## src/rtl/alu_sequencer_pkg.sv

```systemverilog
// Shared definitions for the ALU control sequencer: state encoding,
// instruction field layout, opcode/ALU/vsel codes and the per-state control map.
package alu_sequencer_pkg;

  localparam int DEF_WIDTH = 16;
  localparam int DEF_IMM_W = 8;
  localparam int IR_W      = 16;

  typedef enum logic [2:0] {
    S_WAIT   = 3'd0,
    S_WR_IMM = 3'd1,
    S_GET_A  = 3'd2,
    S_GET_B  = 3'd3,
    S_EXEC   = 3'd4,
    S_WB     = 3'd5,
    S_ERR    = 3'd6
  } state_t;

  // Major opcodes
  localparam logic [2:0] OPC_MOV = 3'b110;
  localparam logic [2:0] OPC_ALU = 3'b101;

  // Minor op field values
  localparam logic [1:0] OP_MOV_REG = 2'b00;
  localparam logic [1:0] OP_MOV_IMM = 2'b10;
  localparam logic [1:0] OP_ADD     = 2'b00;
  localparam logic [1:0] OP_CMP     = 2'b01;
  localparam logic [1:0] OP_AND     = 2'b10;
  localparam logic [1:0] OP_MVN     = 2'b11;

  // ALU operation codes
  localparam logic [1:0] ALU_ADD  = 2'b00;
  localparam logic [1:0] ALU_SUB  = 2'b01;
  localparam logic [1:0] ALU_AND  = 2'b10;
  localparam logic [1:0] ALU_NOTB = 2'b11;

  // Writeback source select
  localparam logic VSEL_C   = 1'b0;
  localparam logic VSEL_IMM = 1'b1;

  // Instruction word layout, msb first; packs to exactly IR_W bits
  typedef struct packed {
    logic [2:0] opcode;
    logic [1:0] op;
    logic [2:0] rn;
    logic [2:0] rd;
    logic [1:0] sh;
    logic [2:0] rm;
  } fields_t;

  // Control outputs presented while the FSM sits in a given state
  typedef struct packed {
    logic [2:0] readnum;
    logic [2:0] writenum;
    logic       write;
    logic       loada;
    logic       loadb;
    logic       loadc;
    logic       loads;
    logic       asel;
    logic       vsel;
    logic [1:0] alu_op;
    logic       done;
    logic       err;
    logic       ready;
  } ctrl_t;

  // Control word for state s while holding instruction f
  function automatic ctrl_t ctrl_for(input state_t s, input fields_t f);
    ctrl_t c;
    c = '0;
    case (s)
      S_WAIT: c.ready = 1'b1;
      S_WR_IMM: begin
        c.write    = 1'b1;
        c.writenum = f.rn;
        c.vsel     = VSEL_IMM;
        c.done     = 1'b1;
      end
      S_GET_A: begin
        c.readnum = f.rn;
        c.loada   = 1'b1;
      end
      S_GET_B: begin
        c.readnum = f.rm;
        c.loadb   = 1'b1;
      end
      S_EXEC: begin
        c.loadc = 1'b1;
        if (f.opcode == OPC_MOV) begin
          // register move is computed as 0 + shifted Rm
          c.asel   = 1'b1;
          c.alu_op = ALU_ADD;
        end else begin
          c.alu_op = f.op;
        end
        if (f.opcode == OPC_ALU && f.op == OP_CMP) begin
          c.loads = 1'b1;
          c.done  = 1'b1;
        end
      end
      S_WB: begin
        c.writenum = f.rd;
        c.vsel     = VSEL_C;
        c.write    = 1'b1;
        c.done     = 1'b1;
      end
      S_ERR: c.err = 1'b1;
      default: c = '0;
    endcase
    return c;
  endfunction

endpackage

```

## src/rtl/alu_sequencer_decode.sv

```systemverilog
// Combinational instruction decode: field slices, sign-extended immediate,
// legality and the state to enter when the instruction is accepted from WAIT.
module seq_decode
  import alu_sequencer_pkg::*;
#(
  parameter int WIDTH = DEF_WIDTH,
  parameter int IMM_W = DEF_IMM_W
) (
  input  logic [IR_W-1:0]  ir,
  output fields_t          fields,
  output state_t           target,
  output logic             legal,
  output logic             is_cmp,
  output logic [WIDTH-1:0] sximm8
);

  assign fields = fields_t'(ir);
  assign sximm8 = {{(WIDTH-IMM_W){ir[IMM_W-1]}}, ir[IMM_W-1:0]};
  assign is_cmp = (fields.opcode == OPC_ALU) && (fields.op == OP_CMP);

  // Map opcode/op to the first execution state; everything unlisted is illegal
  always_comb begin
    target = S_ERR;
    legal  = 1'b0;
    case (fields.opcode)
      OPC_MOV: begin
        if (fields.op == OP_MOV_IMM) begin
          target = S_WR_IMM;
          legal  = 1'b1;
        end else if (fields.op == OP_MOV_REG) begin
          target = S_GET_B;
          legal  = 1'b1;
        end
      end
      OPC_ALU: begin
        legal  = 1'b1;
        target = (fields.op == OP_MVN) ? S_GET_B : S_GET_A;
      end
      default: begin
        target = S_ERR;
        legal  = 1'b0;
      end
    endcase
  end

endmodule

```

## src/rtl/alu_sequencer.sv

```systemverilog
// Moore sequencer for the ALU datapath: accepts one instruction per handshake,
// steps through operand reads, execute and writeback, and latches ZVN on CMP.
// All control outputs are registered from the next state and next ir.
module alu_sequencer
  import alu_sequencer_pkg::*;
#(
  parameter int WIDTH = DEF_WIDTH,
  parameter int IMM_W = DEF_IMM_W
) (
  input  logic             clk,
  input  logic             reset,
  input  logic [IR_W-1:0]  instr,
  input  logic             instr_valid,
  output logic             instr_ready,
  input  logic [2:0]       zvn,
  output logic [2:0]       readnum,
  output logic [2:0]       writenum,
  output logic             write,
  output logic             loada,
  output logic             loadb,
  output logic             loadc,
  output logic             loads,
  output logic             asel,
  output logic             vsel,
  output logic [1:0]       alu_op,
  output logic [1:0]       shift,
  output logic [WIDTH-1:0] sximm8,
  output logic [2:0]       status,
  output logic             done,
  output logic             err
);

  state_t           state_reg;
  state_t           state_next;
  logic [IR_W-1:0]  ir_reg;
  logic [IR_W-1:0]  ir_next;
  ctrl_t            ctrl_reg;
  ctrl_t            ctrl_next;
  logic             accept;

  fields_t          dec_fields;
  state_t           dec_target;
  logic             dec_legal;
  logic             dec_is_cmp;
  logic [WIDTH-1:0] dec_sximm8;

  assign accept  = instr_valid & ctrl_reg.ready;
  assign ir_next = accept ? instr : ir_reg;

  // Decode the instruction that will be held next cycle, so registered
  // outputs already reflect a freshly accepted word.
  seq_decode #(
    .WIDTH (WIDTH),
    .IMM_W (IMM_W)
  ) u_decode (
    .ir     (ir_next),
    .fields (dec_fields),
    .target (dec_target),
    .legal  (dec_legal),
    .is_cmp (dec_is_cmp),
    .sximm8 (dec_sximm8)
  );

  // Next-state selection
  always_comb begin
    state_next = state_reg;
    case (state_reg)
      S_WAIT:   if (accept) state_next = dec_legal ? dec_target : S_ERR;
      S_WR_IMM: state_next = S_WAIT;
      S_GET_A:  state_next = S_GET_B;
      S_GET_B:  state_next = S_EXEC;
      S_EXEC:   state_next = dec_is_cmp ? S_WAIT : S_WB;
      S_WB:     state_next = S_WAIT;
      S_ERR:    state_next = S_WAIT;
      default:  state_next = S_WAIT;
    endcase
  end

  assign ctrl_next = ctrl_for(state_next, dec_fields);

  // State, instruction, status and registered control outputs
  always_ff @(posedge clk) begin
    if (reset) begin
      state_reg <= S_WAIT;
      ir_reg    <= '0;
      ctrl_reg  <= '0;   // ready rises on the first edge with reset low
      status    <= '0;
      shift     <= '0;
      sximm8    <= '0;
    end else begin
      state_reg <= state_next;
      ir_reg    <= ir_next;
      ctrl_reg  <= ctrl_next;
      shift     <= dec_fields.sh;
      sximm8    <= dec_sximm8;
      // loads is only ever high during EXEC of CMP
      if (ctrl_reg.loads) status <= zvn;
    end
  end

  assign instr_ready = ctrl_reg.ready;
  assign readnum     = ctrl_reg.readnum;
  assign writenum    = ctrl_reg.writenum;
  assign write       = ctrl_reg.write;
  assign loada       = ctrl_reg.loada;
  assign loadb       = ctrl_reg.loadb;
  assign loadc       = ctrl_reg.loadc;
  assign loads       = ctrl_reg.loads;
  assign asel        = ctrl_reg.asel;
  assign vsel        = ctrl_reg.vsel;
  assign alu_op      = ctrl_reg.alu_op;
  assign done        = ctrl_reg.done;
  assign err         = ctrl_reg.err;

endmodule

```

## config.mk

```make
export PLATFORM = sky130hd
export DESIGN_NAME = alu_sequencer
export DESIGN_NICKNAME = d
export VERILOG_FILES = /design/src/rtl/alu_sequencer_pkg.sv /design/src/rtl/alu_sequencer_decode.sv /design/src/rtl/alu_sequencer.sv
export SDC_FILE = /design/constraint.sdc
export NUM_CORES = 1
export LEC_CHECK = 0
export BUFFER_PORTS_ARGS = -buffer_cell sky130_fd_sc_hd__buf_2
export CORE_MARGIN = 2
export CORE_UTILIZATION = 57
export CTS_CLUSTER_SIZE = 12
export DETAILED_ROUTE_END_ITERATION = 16
export PLACE_DENSITY_LB_ADDON = 0.2
export SYNTH_ARGS = -nofsm -noshare
export SYNTH_HDL_FRONTEND = slang
export SYNTH_HIERARCHICAL = 1
export SYNTH_SLANG_ARGS = --single-unit
```

## constraint.sdc

```tcl
create_clock -name clk -period 5.48 [get_ports clk]
set_input_delay 0.274 -clock clk [delete_from_list [all_inputs] [get_ports clk]]
set_output_delay 0.274 -clock clk [all_outputs]
set_load 0.05 [all_outputs]
```

==> results.yml, run 1 <==
global_route:
  grt_max_degree: 26
  grt_remaining_overflow: 0
  grt_pass1_vias: 1431
  use_met1_pct: 24.2
  grt_busiest_layer: "met2"
  grt_usage_pct: 19.6
  antenna_found_initial: 0
  grt_first_pass_wirelength_mm: 6.51
  met3_usage_pct: 8.39
  grt.met2_usage_pct: 29.7
cts:
  cts_made_buffers: 9
  postCtsHoldBufs: 0
  clk_latency_ns: 0.33
  cts-root-buf: "clkbuf_8"
  clkTransAtPathRegs_ns: 0.07
  clk_path_buf_depth: 2
  htreeDepth: 3
  cts-resized-gates: 0
  cts_tree: "built"
  cts_sinks: 58
  post_cts_buffers: 0
layout:
  nets: 273
  drive_above_1_share_pct: 41.8
  syn2layout_area_growth_pct: 13.4
  antenna_cells: 0
  final_area_um2: 2660
  fillers: 319
job:
  maxCapViolCount: 0
setup_path:
  end_kind: "flip-flop"
  path_max_fanout: 20
  reg2reg_slack_ns: 2.38
  cp_data_required_time_ns: 5.67
  r2r-start: "instr_ready"
  path_class: "flip-flop to flip-flop"
  start_kind: "flip-flop"
  crit_arrival_ns: 3.29
  reg2reg_to: "alu_op[1]"
  ff2ff_path_depth: 8
floorplan:
  rows: 23
  start_util_pct: 59.1
  io_pins: 61
  die_area_um2: 4650
  core_um2: 3970
  dieWidth_um: 68.2
  dieHeight_um: 68.2
timing:
  relSlewSlack_pct: 38.9
  skew_ns: 0.00770
  post-route-period-util_pct: 56.6
  final-setup-viol-count: 0
  tightest_slew_ns: 0.915
  worst_slack_ns: 2.38
  fin_crit_ns: 3.10
  tns_ns: 0
  rsz0062_at_grt: "no"
  finalHoldViolCount: 0
  finalMaxSlewViolations: 0
  timing.fmax_mhz: 322
synthesis:
  synth_warnings: 6
  synth_fa_ha_area_share_pct: 0
  synthMuxAreaShare_pct: 10.2
  synth_cell_types: 40
  synth_ff_type: "dfxtp_1"
  ys_ff_latch: 58
  synth-compound-area-share_pct: 6.56
  synth_top_area_cell: "dfxtp_1"
  synth_top_family_by_area: "simple AND/OR/NAND/NOR gates"
  syn-num-nets: 240
  syn_inst: 218
  synth_top_area_share_pct: 49.5
  yosys.area_share.simple_pct: 21.9
  async_flop_share_pct: 0
  synth-xor-area-share_pct: 0
  ys_seq_area_share_pct: 49.5
  syn_avg_cell_area_um2: 10.8
  synth_top_cells_by_area: "dfxtp_1, buf_4, mux2_2, nor2b_1, and2_1"
  synth_edf_count: 0
  netlist_area_um2: 2350
outcome:
  outcome: "complete, no violations"
drt:
  viasPerCell: 5.01
  wirelength_mm: 4.02
  vias: 1533
  first_iter_violations: 100
  dr.pass1.iters: 5
  wl_per_cell_um: 13.1
  drc_errors: 0
  detail-route-antenna-nets: 0
placement:
  post_dp_cell_area_um2: 2440
  gp_congestion: 0.823
  io_buffers: 60
  place_ws_ns: 2.28
  dpl.hpwl_mm: 2.89
worst_hold_path:
  min_path_cells: 3
  min-delay-start: "zvn[2]"
  hold_class: "primary input to flip-flop"
  min_to: "status[2]"
power_and_ir_drop:
  power_density_nw_per_um2: 493
  peakVddDrop_v: 0.000236
  p_leak_nw: 1.20
-- final cells by class --
cell class | instances | area (µm²) | area share (%)
flip-flops and latches | 58 | 1160 | 43.6
multi-input cells | 119 | 907 | 34.1
repair buffers | 60 | 300 | 11.3
clock buffers | 9 | 124 | 4.66
clock inverters | 7 | 93.8 | 3.53
well taps | 50 | 62.6 | 2.35
inverters | 3 | 11.3 | 0.423
-- routing by layer --
metal / routed length, µm / up-vias
met2: 1930 / 46
met4: 47 / 0
met3: 254 / 5
met5: 0 / -
li1: - / 772
met1: 1780 / 710
-- cells in the final DEF (no fill, tap or decap), types with 2 or more instances in the layout --
cell	count
a21oi_1	4
and2_1	16
and4b_1	2
buf_2	60
bufinv_16	2
clkbuf_8	9
clkinv_2	2
clkinvlp_4	2
dfxtp_1	58
inv_1	3
mux2_2	16
mux2i_1	6
nand2_1	4
nand3_1	4
nand3b_1	2
nor2_1	9
nor2b_1	19
nor3_1	6
nor3_2	3
o21a_1	3
o21ai_0	5
-- cell families (layout without fill, tap and decap cells) --
logic type             count (synthesis)  after routing
AND/OR/NAND/NOR                       78             78
flip-flops                            58             58
buffers and inverters                 41             79
multiplexers                          22             22
AO/OA/AOI/OAI                         19             19
-- worst max-delay path: stages, from the launching register on --
cell      delay (ns)
dfxtp_1         0.32
nand2_1         0.67
mux2_2          0.47
and2b_1         0.20
and4b_1         0.20
or4b_4          0.58
o311a_2         0.17
o211ai_1        0.26
nor3_1          0.10
-- through the flow --
stage / hold slack, ns / util (%) / cells / power (mW)
floorplan: 0.346 / - / 218 / 0.889
CTS: 0.172 / 67.0 / 306 / 1.32
global placement: 0.478 / 61.5 / 290 / 0.892
global route: 0.182 / 67.0 / 306 / 1.37
finish: 0.184 / 67.0 / 306 / 1.31
detailed placement: 0.485 / 61.5 / 290 / 0.899
-- how the worst max path moves through the flow --
stage | startpoint | endpoint | slack [ns] | cells after the start
detailed placement | instr_valid | alu_op[1] | 2.28 | 9
finish | instr_ready | alu_op[1] | 2.38 | 8
CTS | instr_ready | alu_op[1] | 2.34 | 8
floorplan | instr_ready | alu_op[1] | 2.47 | 10
global placement | instr_valid | alu_op[1] | 2.35 | 9
global route | instr_ready | loads | 2.10 | 8
-- power by group --
part	leakage [nW]	internal, mW	switching (mW)
Sequential	0.471	0.474	0.0225
Clock	0.105	0.255	0.168
Combinational	0.625	0.128	0.265
Total	1.20	0.856	0.456
-- synth_stat cells (3+ instances only) --
library cell  count
nand3_1           4
dfxtp_1          58
mux2_2           16
nor3_1            6
inv_1             3
o21ai_0           5
and2_1           16
buf_4            32
o21a_1            3
clkbuf_1          3
nor3_2            3
mux2i_1           6
a21oi_1           4
nor2b_1          19
nand2_1           4
nor2_1            9
Note: power is estimated with default switching activity, not from simulation.
==> run 2, diff against run 1 <==
--- a/config.mk
+++ b/config.mk
@@ -7,7 +7,7 @@
 export LEC_CHECK = 0
 export BUFFER_PORTS_ARGS = -buffer_cell sky130_fd_sc_hd__buf_2
 export CORE_MARGIN = 2
-export CORE_UTILIZATION = 57
+export CORE_UTILIZATION = 53
 export CTS_CLUSTER_SIZE = 12
 export DETAILED_ROUTE_END_ITERATION = 16
 export PLACE_DENSITY_LB_ADDON = 0.2
==> constraint.sdc (replaced) <==
create_clock -name clk -period 3 [get_ports clk]
set_input_delay 0.15 -clock clk [delete_from_list [all_inputs] [get_ports clk]]
set_output_delay 0.15 -clock clk [all_outputs]
set_load 0.05 [all_outputs]
==> run 2 against run 1 <==
  * Setup slack got worse by 2.1 ns
  * Sequential share of layout area increased by 0.23 points
  * Non-clock buffer count increased by 1
  * Utilization decreased by 5.3 points
  * Flip-flop and latch count unchanged
  * Clock skew decreased by 0.0012 ns
  * Global-route usage decreased by 2.2 points
  * Die area increased by 7.1%
  * Combinational power increased by 84%
  * Sequential power increased by 83%
  * Worst hold slack got worse by 0.12 ns
==> results.yml, run 2 (same netlist as run 1, synthesis figures left out) <==
setup_path:
  start_kind: "flip-flop"
  slowest_stage: "or4b_4"
  path_class: "flip-flop to flip-flop"
  startpoint: "instr_ready"
  r2r-start: "instr_ready"
  critPathMaxStageDelay_ns: 0.58
  path_cells: "nand2_1 -> mux2_2 -> and2b_1 -> and4b_1 -> or4b_4 -> o311a_2 -> o211ai_1 -> nor3_1"
  path_max_fanout: 9
  end_kind: "flip-flop"
  crit_arrival_ns: 2.87
  cp_data_required_time_ns: 3.20
drt:
  wl_met1_mm: 1.79
  wirelength_mm: 3.94
  dr.pass1.iters: 4
  top_layer: "met4"
  viasPerCell: 4.89
  vias: 1512
  wl_per_cell_um: 12.7
  detail-route-antenna-nets: 0
  first_iter_violations: 47
  drc_errors: 0
  met3WireLength_um: 279
  wl_met2_mm: 1.77
cts:
  cts-root-buf: "clkbuf_8"
  clk_path_buf_depth: 2
  htreeDepth: 3
  cts_tree: "built"
  cts-resized-gates: 0
  cts_made_buffers: 9
  post_cts_buffers: 0
  postCtsHoldBufs: 0
  cts_sinks: 58
  clk_latency_ns: 0.33
  clkTransAtPathRegs_ns: 0.06
global_route:
  grt_usage_pct: 17.5
  grt_max_degree: 26
  grt_remaining_overflow: 0
  antenna_found_initial: 0
  grt_first_pass_wirelength_mm: 6.66
  grt_pass1_vias: 1420
timing:
  fin_crit_ns: 2.68
  finalHoldViolCount: 0
  skew_ns: 0.00647
  whs_ns: 0.0628
  relSlewSlack_pct: 62.9
  tns_ns: 0
  final-setup-viol-count: 0
  tightest_slew_ns: 0.554
  finalMaxSlewViolations: 0
  timing.fmax_mhz: 374
  post-route-period-util_pct: 89.2
  rsz0062_at_grt: "no"
power_and_ir_drop:
  power_density_nw_per_um2: 877
  power.switching_mw: 0.816
  combPwrFrac_pct: 31.2
  seqPwrFrac_pct: 39.0
  swShare_pct: 35.2
  clockPowerShare_pct: 29.8
  peakVddDrop_v: 0.000508
  p_int_mw: 1.51
  p_leak_nw: 1.20
  total_power_mw: 2.32
layout:
  antenna_cells: 0
  drive_above_1_share_pct: 42.0
  final_cell_mix: "buf_2, dfxtp_1, nor2b_1"
  final_common_cell: "buf_2"
  nets: 274
  finalNonFillerCells: 309
  final_area_um2: 2650
  syn2layout_area_growth_pct: 12.9
worst_hold_path:
  min-delay-start: "zvn[0]"
  hold_class: "primary input to flip-flop"
placement:
  dp_cells: 293
  dpl.hpwl_mm: 2.79
  io_buffers: 60
  post_dp_cell_area_um2: 2450
  gp_congestion: 0.780
floorplan:
  io_pins: 61
  core_um2: 4290
  dieHeight_um: 70.5
  dieWidth_um: 70.5
  rows: 24
  start_util_pct: 54.6
  die_area_um2: 4970
job:
  maxCapViolCount: 0
outcome:
  outcome: "complete, no violations"
[run 2: cell types whose count changed in the layout (fill, tap and decap cells not counted), sizes merged]
cell,change
clkinv,+1
clkbuf,+2
bufinv,-1
buf,+1
clkinvlp,-2
[run 2: cell type report]
class	instances	area, µm²
Timing Repair Buffer	61	308
Clock inverter	5	53.8
Fill cell	385	1650
Multi-Input combinational cell	119	907
Inverter	3	11.3
Clock buffer	11	141
Tap cell	52	65.1
Sequential cell	58	1160
[run 2: worst paths after layout]
kind / end / slack, ns / cells after the start
worst min register to register: status[0] / 0.49 / 2
worst min-delay path: status[0] / 0.06 / 3
worst max register to register: alu_op[1] / 0.32 / 8
worst max-delay path: alu_op[1] / 0.32 / 8
[run 2: critical path, delay by kind of cell, from the launching register on]
kind / cells / cell delay, ns
AOI/OAI and AO/OA: 2 / 0.46
DFF: 1 / 0.32
muxes: 1 / 0.43
and+or+nand+nor: 5 / 1.33
[run 2: routing by layer]
metal,track usage (%),vias to the layer above
met2,25.1,46
met1,22.0,688
li1,-,770
met4,9.01,0
met5,0,-
met3,8.26,8
[run 2: metrics by stage]
stage	utilization [%]	setup WS [ns]
after global placement	57.1	0.376
after CTS	61.7	0.306
after detailed placement	57.1	0.326
final	61.7	0.323
after floorplan	-	0.112
after global routing	61.7	0.152
[run 2: power by group through the flow]
stage,logic [mW],clock network [mW],registers [mW]
after floorplan,0.498,0,1.13
after global placement,0.717,0,0.924
after detailed placement,0.725,0,0.922
after CTS,0.728,0.716,0.906
after global routing,0.777,0.750,0.916
final,0.723,0.693,0.906
==> run 3, diff against run 2 <==
--- a/config.mk
+++ b/config.mk
@@ -11,6 +11,7 @@
 export CTS_CLUSTER_SIZE = 12
 export DETAILED_ROUTE_END_ITERATION = 16
 export PLACE_DENSITY_LB_ADDON = 0.2
+export SETUP_SLACK_MARGIN = 0.5
 export SYNTH_ARGS = -nofsm -noshare
 export SYNTH_HDL_FRONTEND = slang
 export SYNTH_HIERARCHICAL = 1
==> run 3 against run 2 <==
  * Final area is 3.9% higher
  * Combinational power is 6.9% higher
  * First-iteration DRC count is 15% higher
==> results.yml, run 3 (same netlist as run 1, synthesis figures left out) <==
power_and_ir_drop:
  peakVddDrop_v: 0.000483
  power_density_nw_per_um2: 905
  p_leak_nw: 1.24
layout:
  final_cell_mix: "buf_2, dfxtp_1, nor2b_1"
  antenna_cells: 0
  final_area_um2: 2750
  multi_input_area_um2: 950
  finalNonFillerCells: 310
  fillers: 363
  syn2layout_area_growth_pct: 17.3
  nets: 275
  final_common_cell: "buf_2"
  drive_above_1_share_pct: 43.4
  final-seq-area_um2: 1160
  final_util_pct: 64.1
setup_path:
  crit_arrival_ns: 2.63
  path_max_fanout: 6
  start_kind: "flip-flop"
  path_class: "flip-flop to flip-flop"
  end_kind: "flip-flop"
  cp_data_required_time_ns: 3.20
floorplan:
  start_util_pct: 54.6
  rows: 24
  dieHeight_um: 70.5
  die_area_um2: 4970
  io_pins: 61
  core_um2: 4290
  dieWidth_um: 70.5
global_route:
  grt_usage_pct: 17.1
  grt_max_degree: 26
  antenna_found_initial: 0
  grt_first_pass_wirelength_mm: 6.49
  grt_pass1_vias: 1460
  grt_remaining_overflow: 0
placement:
  dp_cells: 293
  dpl.hpwl_mm: 2.91
  io_buffers: 60
  post_dp_cell_area_um2: 2480
  gp_congestion: 0.773
timing:
  rsz0062_at_grt: "no"
  whs_ns: 0.0481
  relSlewSlack_pct: 62.6
  tns_ns: 0
  tightest_slew_ns: 0.559
  fin_crit_ns: 2.42
  timing.fmax_mhz: 412
  skew_ns: 0.00676
  finalMaxSlewViolations: 0
  finalHoldViolCount: 0
  final-setup-viol-count: 0
  post-route-period-util_pct: 80.8
cts:
  cts_made_buffers: 9
  cts-root-buf: "clkbuf_8"
  clkTransAtPathRegs_ns: 0.06
  clk_path_buf_depth: 2
  cts_sinks: 58
  clk_latency_ns: 0.34
  cts_tree: "built"
  htreeDepth: 3
drt:
  first_iter_violations: 54
  wirelength_mm: 4.13
  viasPerCell: 4.91
  wl_per_cell_um: 13.3
  drc_errors: 0
  vias: 1521
  dr.pass1.iters: 4
  detail-route-antenna-nets: 0
outcome:
  outcome: "complete, no violations"
worst_hold_path:
  hold_class: "primary input to flip-flop"
job:
  maxCapViolCount: 0
[run 3: cell type report]
cell class                      instances  share of cell area, %
Inverter                                3                  0.409
Tap cell                               52                   2.36
Timing Repair Buffer                   62                   11.9
Clock buffer                           13                   6.91
Multi-Input combinational cell        119                   34.5
Clock inverter                          3                   1.55
Sequential cell                        58                   42.3
[run 3: what timing repair did]
action	in CTS	in global routing
hold buffers	0	0
endpoints found under the setup margin	0	13
resized for setup	0	3
setup buffers	0	1
[run 3: through the flow]
stage               setup WS, ns  power [mW]
CTS                        0.530        2.47
global placement           0.588        1.66
finish                     0.575        2.49
global route               0.498        2.59
detailed placement         0.571        1.67
floorplan                  0.446        1.65
[run 3: final timing paths]
path / start / endpoint / slack, ns / depth (start not counted)
max: instr_ready / loads / 0.58 / 8
min: zvn[1] / status[1] / 0.05 / 3
max reg2reg: instr_ready / loads / 0.58 / 8
min reg2reg: status[1] / status[1] / 0.49 / 2
[run 3: layer usage]
layer	wire (µm)	track usage, %
met5	0	0
met4	110	10.5
met3	249	5.56
met2	1920	26.4
met1	1850	21.0
[run 3: power by group]
group / switching [mW] / internal [mW]
Clock: 0.300 / 0.500
Combinational: 0.498 / 0.275
Sequential: 0.0488 / 0.869
[run 3: critical path: stages (launching register included)]
cell and delay [ns]:
dfxtp_4 0.36, nand2_4 0.11, mux2_4 0.35, and2b_1 0.19, and4b_1 0.18, or4b_4 0.54
o311a_4 0.16, o211ai_1 0.28, nor4_2 0.11
